<file path="src/rtl/serial_add_pkg.sv">
// Shared types for the bit-serial add sequencer.
// Defines the FSM state encoding and the default width.
package serial_add_pkg;

  typedef enum logic [1:0] {
    S_IDLE = 2'd0,
    S_RUN  = 2'd1,
    S_DONE = 2'd2
  } state_t;

  localparam int DEF_WIDTH = 8;

  // Bits needed to count 0..w, so w=1 still gets a 1-bit counter.
  function automatic int cnt_w(input int w);
    return $clog2(w + 1);
  endfunction

endpackage

</file>
<file path="src/rtl/fa_slice.sv">
// One-bit full adder built from two half-adder stages.
// Purely combinational; the sequencer instances it once.
module fa_slice (
  input  logic a,
  input  logic b,
  input  logic cin,
  output logic s,
  output logic cout
);

  logic h1_s;
  logic h1_c;
  logic h2_c;

  assign h1_s = a ^ b;
  assign h1_c = a & b;
  assign s    = h1_s ^ cin;
  assign h2_c = h1_s & cin;
  assign cout = h1_c | h2_c;

endmodule

</file>
<file path="src/rtl/serial_add_seq.sv">
// Bit-serial add sequencer: one operand bit pair per clock through fa_slice.
// Define SERIAL_ADD_SUB_EN to add the sub port (A-B by two's complement).
module serial_add_seq
  import serial_add_pkg::*;
#(
  parameter int WIDTH = DEF_WIDTH
) (
  input  logic             clk,
  input  logic             rst,
  input  logic             start_valid,
  output logic             start_ready,
  input  logic [WIDTH-1:0] op_a,
  input  logic [WIDTH-1:0] op_b,
`ifdef SERIAL_ADD_SUB_EN
  input  logic             sub,
`endif
  output logic [WIDTH-1:0] sum,
  output logic             cout,
  output logic             done_valid,
  input  logic             done_ready,
  output logic             busy
);

  localparam int CW = cnt_w(WIDTH);

  state_t           state_q;
  logic [WIDTH-1:0] a_q;
  logic [WIDTH-1:0] b_q;
  logic [WIDTH-1:0] sum_q;
  logic [WIDTH-1:0] sum_nx;
  logic [CW-1:0]    cnt_q;
  logic             carry_q;
  logic             cout_q;
  logic             done_valid_q;
  logic             busy_q;
  logic             start_ready_q;
  logic             b_bit;
  logic             fa_s;
  logic             fa_co;
  logic             last;
  logic             init_c;

`ifdef SERIAL_ADD_SUB_EN
  logic sub_q;
  assign b_bit  = b_q[0] ^ sub_q;
  assign init_c = sub;
`else
  assign b_bit  = b_q[0];
  assign init_c = 1'b0;
`endif

  fa_slice u_fa (
    .a    (a_q[0]),
    .b    (b_bit),
    .cin  (carry_q),
    .s    (fa_s),
    .cout (fa_co)
  );

  // New bit enters at the MSB so the LSB-first stream lands in place.
  always_comb begin
    sum_nx = sum_q >> 1;
    sum_nx[WIDTH-1] = fa_s;
  end

  assign last = (cnt_q == CW'(WIDTH - 1));

  always_ff @(posedge clk) begin
    if (rst) begin
      state_q       <= S_IDLE;
      a_q           <= '0;
      b_q           <= '0;
      sum_q         <= '0;
      cnt_q         <= '0;
      carry_q       <= 1'b0;
      cout_q        <= 1'b0;
      done_valid_q  <= 1'b0;
      busy_q        <= 1'b0;
      start_ready_q <= 1'b1;
`ifdef SERIAL_ADD_SUB_EN
      sub_q         <= 1'b0;
`endif
    end else begin
      unique case (state_q)
        S_IDLE: begin
          if (start_valid) begin
            a_q           <= op_a;
            b_q           <= op_b;
            sum_q         <= '0;
            cnt_q         <= '0;
            carry_q       <= init_c;
            start_ready_q <= 1'b0;
            busy_q        <= 1'b1;
            state_q       <= S_RUN;
`ifdef SERIAL_ADD_SUB_EN
            sub_q         <= sub;
`endif
          end
        end
        S_RUN: begin
          a_q     <= a_q >> 1;
          b_q     <= b_q >> 1;
          sum_q   <= sum_nx;
          carry_q <= fa_co;
          cnt_q   <= cnt_q + CW'(1);
          if (last) begin
            cout_q       <= fa_co;
            done_valid_q <= 1'b1;
            state_q      <= S_DONE;
          end
        end
        S_DONE: begin
          if (done_ready) begin
            done_valid_q  <= 1'b0;
            busy_q        <= 1'b0;
            start_ready_q <= 1'b1;
            state_q       <= S_IDLE;
          end
        end
        default: begin
          state_q <= S_IDLE;
        end
      endcase
    end
  end

  assign start_ready = start_ready_q;
  assign sum         = sum_q;
  assign cout        = cout_q;
  assign done_valid  = done_valid_q;
  assign busy        = busy_q;

endmodule
</file>
<file path="config.mk">
export PLATFORM = sky130hd
export DESIGN_NAME = serial_add_seq
export DESIGN_NICKNAME = d
export VERILOG_FILES = /design/src/rtl/serial_add_pkg.sv /design/src/rtl/fa_slice.sv /design/src/rtl/serial_add_seq.sv
export SDC_FILE = /design/constraint.sdc
export NUM_CORES = 1
export LEC_CHECK = 0
export BUFFER_PORTS_ARGS = -buffer_cell sky130_fd_sc_hd__buf_2
export CORE_MARGIN = 4
export CORE_UTILIZATION = 30
export CTS_BUF_LIST = sky130_fd_sc_hd__clkbuf_8 sky130_fd_sc_hd__clkbuf_16
export DETAILED_ROUTE_END_ITERATION = 10
export GPL_ROUTABILITY_DRIVEN = 0
export PLACE_DENSITY_LB_ADDON = 0.12
export SYNTH_ARGS = -nofsm -noshare
export SYNTH_HDL_FRONTEND = slang
export SYNTH_SLANG_ARGS = --single-unit
</file>
<file path="constraint.sdc">
create_clock -name clk -period 3.22 [get_ports clk]
set_input_delay 0.322 -clock clk [delete_from_list [all_inputs] [get_ports clk]]
set_output_delay 0.322 -clock clk [all_outputs]
set_load 0.05 [all_outputs]
</file>
## Word level (Yosys, flattened, before mapping)

Index checks and enable logic that the tools add are counted.
Widths: inputs -> output; s select.

| cells by class | value |
|---|---|
| reductions and logical operators | 9 |
| equality and inequality tests | 6 |
| bitwise operators | 5 |
| mux-type cells | 21 |
| $add $sub $neg | 1 |

Operators with widths:

| kind | count |
|---|---|
| $pmux 8 s2 | 3 |
| $mux 8 | 3 |
| $reduce_and 3->1 | 3 |
| $pmux 1 s2 | 4 |
| $pmux 4 s2 | 1 |
| $mux 2 | 3 |
| $ne 2x2->1 const B | 3 |
| $pmux 2 s3 | 1 |
| $reduce_bool 2->1 | 3 |
| $mux 1 | 5 |
| $add 4x1->4 const B | 1 |
| $eq 4x3->1 const B | 1 |
| $mux 4 | 1 |
| $reduce_and 2->1 | 2 |
| $and 1x1->1 | 2 |
| $eq 2x1->1 const B | 1 |
| $eq 2x2->1 const B | 1 |
| $logic_not 2->1 | 1 |
| $xor 1x1->1 | 2 |
| $or 1x1->1 | 1 |

| storage, ports and cells | value |
|---|---|
| output and inout bits | 12 |
| word-level logic and storage cells | 52 |
| input port bits | 20 |
| register bits | 35 |

## Logic depth before layout (Yosys ltp)

Gate-level depths: netlist of the first run.

| depth | value |
|---|---|
| word-level depth | 4 |
| depth in mapped cells | 5 |

## Modules after synthesis

From an unflattened synthesis of the first run, not the netlist that was laid out.

| unflattened totals | value |
|---|---|
| cell total of the unflattened synthesis | 190 |
| area total of the unflattened synthesis | 1619.1 um2 |

By module, submodules not included:

| module | seq. area each (um2) | area an instance (um2) | instances | cells each |
|---|---|---|---|---|
| serial_add_seq | 700.7 | 1599.0 | 1 | 189 |
| fa_slice | 0.0 | 20.0 | 1 | 1 |

## Least setup slack after synthesis of the first run

No wires, ideal clock.

| path | value |
|---|---|
| path type | reg2reg |
| start | reg carry_q |
| end | reg sum_q[7] (netlist: sum[7]) |
| period minus slack after synthesis | 1.196 ns |
| setup time | 0.131 ns |
| buffers on the path | 0 |
| stages on the path, launching flop included | 5 |
| data required time | 3.089 ns |
| path slack | 2.024 ns |
| arrival | 1.065 ns |
| path through | dfxtp_1 -> inv_1 -> fa_1 -> a2bb2oi_1 -> nor2_1 |

| between the ends | value |
|---|---|
| word-level cells in the longest chain between the ends | 2 |

RTL lines:

| item | RTL line | source |
|---|---|---|
| start, declared | serial_add_seq.sv:32 | `logic carry_q;` |
| start signal, assigned | serial_add_seq.sv:91 | `carry_q <= init_c;` |
| start signal, assigned | serial_add_seq.sv:104 | `carry_q <= fa_co;` |
| $xor 1x1->1 | fa_slice.sv:17 | `assign s = h1_s ^ cin;` |
| $pmux 8 s2 | serial_add_seq.sv:84 | `unique case (state_q)` |
| end signal, assigned | serial_add_seq.sv:103 | `sum_q <= sum_nx;` |
| end, declared | serial_add_seq.sv:29 | `logic [WIDTH-1:0] sum_q;` |

No other way between the ends.
A chain may end at the register's enable or synchronous reset.

## Final worst setup path of the first run

| path | value |
|---|---|
| start | reg state_q[0] |
| end | reg cnt_q[3] |

| between the ends | value |
|---|---|
| word-level cells in the longest chain between the ends | 3 |
| elaborated cells between the ends (all ways) | 6 |
| classes of those cells | eq/ne (2); mux (1); reduce/logical (3) |

RTL lines:

| item | RTL line | source |
|---|---|---|
| start, declared | serial_add_seq.sv:26 | `state_t state_q;` |
| start signal, assigned | serial_add_seq.sv:70 | `state_q <= S_IDLE;` |
| start signal, assigned | serial_add_seq.sv:94 | `state_q <= S_RUN;` |
| start signal, assigned | serial_add_seq.sv:109 | `state_q <= S_DONE;` |
| $eq 2x1->1 / $logic_not 2->1 (equally long branches) | serial_add_seq.sv:84 |  |
| $reduce_bool 2->1 (no line) / $ne 2x2->1 (equally long branches) | - |  |
| $reduce_and 2->1 (no line) | - |  |
| end signal, assigned | serial_add_seq.sv:105 | `cnt_q <= cnt_q + CW'(1);` |
| end, declared | serial_add_seq.sv:31 | `logic [CW-1:0] cnt_q;` |

Parallel ways exist; a longest one is shown, timed or not.

==> flow_metrics.py, run 1 <==
metrics = {
    "drt": {
        "drt_wl_total_mm": 3.50,
        "ant_nets": 0,
        "vias_per_cell": 4.89,
        "dr_total_vias": 1248,
        "post_drt_wl_per_cell_um": 13.7,
        "drc": 0,
        "dr.pass1.iters": 4,
        "drtIter0Drc": 87,
    },
    "yosys": {
        "syn_inst": 162,
        "yosysTopAreaCell": "dfxtp_1",
        "ys_seq_area_share_pct": 45.8,
        "synth_warnings": 0,
        "synth-main-ff-cell": "dfxtp_1",
        "syn_area_um2": 1530,
        "synthArstFlopShare_pct": 0,
        "syn-num-nets": 184,
        "synth.distinct_cells": 38,
        "synth_seq_cells": 35,
        "synth_area_leaders": "dfxtp_1 (46%), nor2_1 (8.6%), a211oi_2 (8.2%), o2bb2ai_1 (5.7%), a22oi_1 (4.9%)",
        "synth_top_area_share_pct": 45.8,
        "synth-edff-count": 0,
        "syn_area_per_cell_um2": 9.45,
    },
    "clocking": {
        "cts_tree": "yes",
        "htree_levels": 2,
        "ctsHoldBuffers": 0,
        "cts_buffers": 5,
        "clk_path_buf_depth": 2,
        "cts_resized": 0,
        "cts.sink_count": 35,
        "cts_setup_buffers": 0,
        "cts_root_buf": "clkbuf_8",
        "clkLatencyLatePin_ns": 0.28,
        "clk_pin_slew_ns": 0.07,
    },
    "final_layout": {
        "diodes": 0,
        "regArea_um2": 701,
        "multiInputGateArea_um2": 737,
        "fin_util_pct": 37.4,
        "fill_cells": 509,
        "area_growth_pct": 17.6,
        "final_nets": 209,
        "drive_gt1_share_pct": 27.7,
        "final_cells": 255,
    },
    "placed_design": {
        "dpl.hpwl_mm": 2.36,
        "placedCellCount": 247,
        "io_buffer_count": 31,
    },
    "sta": {
        "setup-tns-final_ns": 0,
        "relSlewSlack_pct": 49.9,
        "max_clock_freq_mhz": 530,
        "min_period_ns": 1.89,
        "final-hold-violation-count": 0,
        "slew_violations": 0,
        "rsz0062_at_grt": "no",
        "tightest_slew_ns": 0.751,
        "finalSetupViolCount": 0,
        "finalCritPeriodShare_pct": 58.6,
        "clock_skew_ns": 0.00700,
    },
    "worst_setup_path": {
        "critPathArrivalTime_ns": 2.10,
        "r2r-end": "cnt_q[3]$_SDFFE_PP0P_",
        "cp_max_fo": 21,
        "worstPathCellList": "inv_2 > or4_1 > a31oi_1",
        "rr_worst_depth": 3,
        "critPathBufInv": 1,
        "crit_required_ns": 3.43,
        "setup.worst_path.start_class": "register",
        "cpPeakStageDelay_ns": 0.81,
        "r2r_slack_ns": 1.33,
        "slowest_stage": "dfxtp_1",
        "worstSetupEndpointType": "register",
        "critical_path_class": "reg -> reg",
        "crit_family": "flip-flops",
        "r2r-start": "state_q[0]$_SDFFE_PP0P_",
    },
    "floorplan": {
        "pin_count": 32,
        "core-area_um2": 4820,
        "start_util_pct": 31.8,
        "rows": 25,
        "fp.dieW_um": 79.4,
        "dieArea_um2": 6310,
        "die-height_um": 79.4,
    },
    "hold_path": {
        "min_path_type": "in -> reg",
        "worstHoldStart": "op_a[7]",
        "min_to": "a_q[7]$_SDFFE_PP0P_",
        "hold_depth": 3,
    },
    "pwr": {
        "irDropWorstVdd_mv": 0.248,
        "leakage_nw": 0.724,
        "power_density_nw_per_um2": 523,
    },
    "global_route": {
        "grtUsageTotal_pct": 11.8,
        "grt_max_degree": 36,
        "gr-total-overflow": 0,
        "grt_pass1_wl_mm": 5.88,
        "antenna_found_initial": 0,
        "grt_pass1_vias": 1218,
    },
    "flow_run": {
        "maxCapViolations": 0,
    },
    "outcome": {
        "status": "finished, final reports clean",
    },
}
layer usage:
layer / share of wire, % / vias to the layer above / routed length (um) / track usage [%]
met5: 0 / - / 0 / 0
met4: 1.2 / 0 / 42 / 3.61
met3: 4.6 / 6 / 160 / 3.61
met2: 46 / 23 / 1620 / 18.4
met1: 48 / 585 / 1680 / 15.5
li1: - / 634 / - / -
layout by cell type (no fill, tap or decap), types with 2 or more instances in the layout:
cell       instances
nor2_1            35
dfxtp_1           35
buf_2             31
a211oi_2          10
o2bb2ai_1         10
a22oi_1           10
a21oi_1            7
clkbuf_8           7
inv_1              5
o22ai_1            4
nand2_1            3
inv_2              2
nand2b_1           2
a221oi_1           2
nor3_1             2
nand3_1            2
a2bb2oi_1          2
a21o_1             2
a211oi_1           2
tightest hold or removal path: stages:
cell     delay [ns]
buf_2          0.08
a22oi_1        0.05
nor2_1         0.08
how the worst max path moves through the flow:
stage / to / slack (ns) / cells past startpoint / start
floorplan: sum[7]$_SDFFE_PP0P_ / 2.02 / 4 / carry_q$_SDFFE_PP0P_
global placement: cnt_q[3]$_SDFFE_PP0P_ / 1.41 / 3 / state_q[0]$_SDFFE_PP0P_
detailed placement: cnt_q[3]$_SDFFE_PP0P_ / 1.34 / 3 / state_q[0]$_SDFFE_PP0P_
CTS: cnt_q[3]$_SDFFE_PP0P_ / 1.34 / 3 / state_q[0]$_SDFFE_PP0P_
global route: cnt_q[3]$_SDFFE_PP0P_ / 1.21 / 3 / state_q[0]$_SDFFE_PP0P_
finish: cnt_q[3]$_SDFFE_PP0P_ / 1.33 / 3 / state_q[0]$_SDFFE_PP0P_
through the flow:
step           total power, mW  hold slack (ns)  cell area, um2  setup WS, ns
4_1_cts                  0.951            0.280            1800          1.34
3_3_place_gp             0.602            0.460            1700          1.41
5_1_grt                  0.987            0.288            1800          1.21
3_5_place_dp             0.606            0.455            1700          1.34
6_report                 0.941            0.282            1800          1.33
2_1_floorplan            0.575            0.456            1530          2.02
cell usage after synthesis (2+ instances only):
| library cell | instances |
|---|---|
| o2bb2ai_1 | 10 |
| buf_4 | 2 |
| nand2b_1 | 2 |
| a22oi_1 | 10 |
| a221oi_1 | 2 |
| inv_2 | 2 |
| a21oi_1 | 7 |
| a21o_1 | 2 |
| a211oi_1 | 2 |
| clkbuf_1 | 3 |
| dfxtp_1 | 35 |
| nor3_1 | 2 |
| nor2_1 | 35 |
| nand2_1 | 3 |
| inv_1 | 4 |
| nand3_1 | 2 |
| buf_2 | 4 |
| a2bb2oi_1 | 2 |
| a211oi_2 | 10 |
| buf_1 | 2 |
| o22ai_1 | 4 |
state kept, by name, summed over array words and instances (netlist names):
signal	count
busy	1
cnt_q	4
cout	1
b_q	8
a_q	8
start_ready	1
state_q	2
sum	8
done_valid	1
carry_q	1
final cells by class:
cell class	instances	share of cell area (%)
Multi-Input combinational cell	108	41.0
Clock buffer	7	5.35
Sequential cell	35	38.9
Timing Repair Buffer	31	8.62
Tap cell	67	4.66
Clock inverter	1	0.209
Inverter	6	1.25
cells by family after synthesis:
family,count (synthesis),share of synthesized area (%)
fa+ha+maj,2,2.13
buf+inv,19,6.05
mux,1,0.654
compound gates,55,31.0
simple gates,50,14.4
flops,35,45.8
where the power goes:
part / switching, mW / internal [mW]
registers: 0.0169 / 0.457
clock network: 0.152 / 0.192
logic: 0.0746 / 0.0485
total: 0.244 / 0.697
No activity file was read; power rests on OpenSTA's default activity.
==> run 2: changes to the inputs <==
Clock period 3.22 ns to 1.6 ns, I/O delays scaled along.
==> run 2 against run 1 <==
Effect of this change: utilization rose by 1.0 points; non-clock buffer count rose by 5; clock-buffer cell count did not move; wire length rose by 2.1%; register-to-register slack got worse by 1.1 ns; critical path depth rose by 2; sequential share of layout area fell by 1.1 points; maximum frequency rose by 42%; largest power group unchanged; highest routed layer unchanged.
==> flow_metrics.py, run 2 (synthesized netlist as in run 1, its figures left out) <==
metrics = {
    "clocking": {
        "cts_tree": "yes",
        "clk_path_buf_depth": 2,
        "clk_pin_slew_ns": 0.07,
        "htree_levels": 2,
        "cts.sink_count": 35,
        "cts_setup_buffers": 0,
        "clkLatencyLatePin_ns": 0.28,
        "cts_root_buf": "clkbuf_8",
        "ctsHoldBuffers": 0,
        "cts_buffers": 5,
        "cts_resized": 0,
    },
    "sta": {
        "tightest_slew_ns": 0.405,
        "final-hold-violation-count": 0,
        "max_clock_freq_mhz": 753,
        "relSlewSlack_pct": 72.9,
        "clock_skew_ns": 0.00338,
        "setup-tns-final_ns": 0,
        "rsz0062_at_grt": "no",
        "min_period_ns": 1.33,
        "slew_violations": 0,
        "finalSetupViolCount": 0,
        "finalCritPeriodShare_pct": 83.0,
    },
    "final_layout": {
        "layout_common_cells": "nor2_1 (35), dfxtp_1 (35), buf_2 (31)",
        "diodes": 0,
        "area_growth_pct": 20.9,
        "postLayoutCellArea_um2": 1850,
        "drive_gt1_share_pct": 29.5,
        "final_nets": 214,
    },
    "drt": {
        "drtIter0Drc": 80,
        "post_drt_wl_per_cell_um": 13.7,
        "vias_per_cell": 4.97,
        "ant_nets": 0,
        "dr.pass1.iters": 4,
        "drc": 0,
        "dr_total_vias": 1292,
        "drt_wl_total_mm": 3.57,
    },
    "global_route": {
        "grt_pass1_vias": 1321,
        "grt_max_degree": 20,
        "grtUsageTotal_pct": 12.1,
        "grt.met1_usage_pct": 14.1,
        "antenna_found_initial": 0,
        "grt.busiest_layer": "met2",
        "met2_usage_pct": 20.3,
        "gr-total-overflow": 0,
        "grt_pass1_wl_mm": 6.02,
        "use_met3_pct": 3.61,
    },
    "worst_setup_path": {
        "slowest_stage": "dfxtp_1",
        "cpPeakStageDelay_ns": 0.47,
        "r2r-end": "cnt_q[2]$_SDFFE_PP0P_",
        "setup.worst_path.start_class": "register",
        "crit_family": "flip-flops",
        "critPathArrivalTime_ns": 1.53,
        "r2r_slack_ns": 0.27,
        "critPathBufInv": 2,
        "rr_worst_depth": 5,
        "cp-endpoint": "cnt_q[2]$_SDFFE_PP0P_",
        "worstPathCellList": "buf_4 > nor2b_1 > buf_4 > a21oi_1 > nor3_1",
        "r2r-start": "state_q[0]$_SDFFE_PP0P_",
        "critical_path_class": "reg -> reg",
        "cp_max_fo": 13,
        "crit_required_ns": 1.80,
        "worstSetupEndpointType": "register",
        "cp.depth": 5,
        "crit_start": "state_q[0]$_SDFFE_PP0P_",
        "crit_top_cell": "buf_4",
    },
    "floorplan": {
        "core-area_um2": 4820,
        "start_util_pct": 31.8,
        "pin_count": 32,
        "fp.dieW_um": 79.4,
        "dieArea_um2": 6310,
        "die-height_um": 79.4,
        "rows": 25,
    },
    "pwr": {
        "power_density_nw_per_um2": 1030,
        "comb_power_share_pct": 13.9,
        "p_int_mw": 1.41,
        "switching_share_pct": 25.6,
        "pwr-share-clk_pct": 36.3,
        "leakage_nw": 0.752,
        "power.switching_mw": 0.486,
        "seqPwrFrac_pct": 49.8,
        "irDropWorstVdd_mv": 0.330,
    },
    "hold_path": {
        "min_path_type": "in -> reg",
        "worstHoldStart": "op_b[7]",
    },
    "placed_design": {
        "dpl.hpwl_mm": 2.47,
        "placed_area_um2": 1750,
        "io_buffer_count": 31,
    },
    "outcome": {
        "status": "finished, final reports clean",
    },
    "flow_run": {
        "maxCapViolations": 0,
    },
}
-- run 2: final cells by class --
class                   count  area [um2]
clock buffers               7        96.3
clock inverters             1        3.75
fillers                   525        2970
inverters                   6        22.5
multi-input cells         108         737
flip-flops and latches     35         701
well taps                  67        83.8
repair buffers             36         205
-- run 2: worst min path at each step --
stage                     endpoint  cells after the start
2_1_floorplan  a_q[7]$_SDFFE_PP0P_                      2
3_3_place_gp   a_q[7]$_SDFFE_PP0P_                      3
3_5_place_dp   a_q[7]$_SDFFE_PP0P_                      3
4_1_cts        a_q[7]$_SDFFE_PP0P_                      3
5_1_grt        a_q[7]$_SDFFE_PP0P_                      3
6_report       b_q[7]$_SDFFE_PP0P_                      3
-- run 2: through the flow --
step	cells	util [%]	setup WS, ns	power [mW]	hold slack (ns)
after floorplan	162	-	0.404	1.16	0.308
after global routing	260	38.4	0.148	2.00	0.123
after detailed placement	252	36.3	0.272	1.23	0.419
after CTS	260	38.4	0.261	1.94	0.118
final	260	38.4	0.272	1.90	0.134
after global placement	252	36.3	0.303	1.23	0.401
-- run 2: tightest hold or removal path, delay by kind of cell --
family	cells	cell delay, ns
buffers and inverters	1	0.09
and+or+nand+nor	1	0.08
AOI/OAI and AO/OA	1	0.06
-- run 2: power by group through the flow --
stage          clock [mW]  sequential, mW  combinational (mW)
2_1_floorplan           0           0.984               0.174
3_3_place_gp            0           0.964               0.262
3_5_place_dp            0           0.966               0.268
4_1_cts             0.719           0.946               0.270
5_1_grt             0.755           0.951               0.295
6_report            0.690           0.946               0.264
-- run 2: metal layers --
metal	part of all wire (%)	wire length, um	vias to the layer above
met5	0	0	-
met4	1.4	51	0
met3	4.0	143	5
met2	48	1720	23
met1	46	1660	622
li1	-	-	642
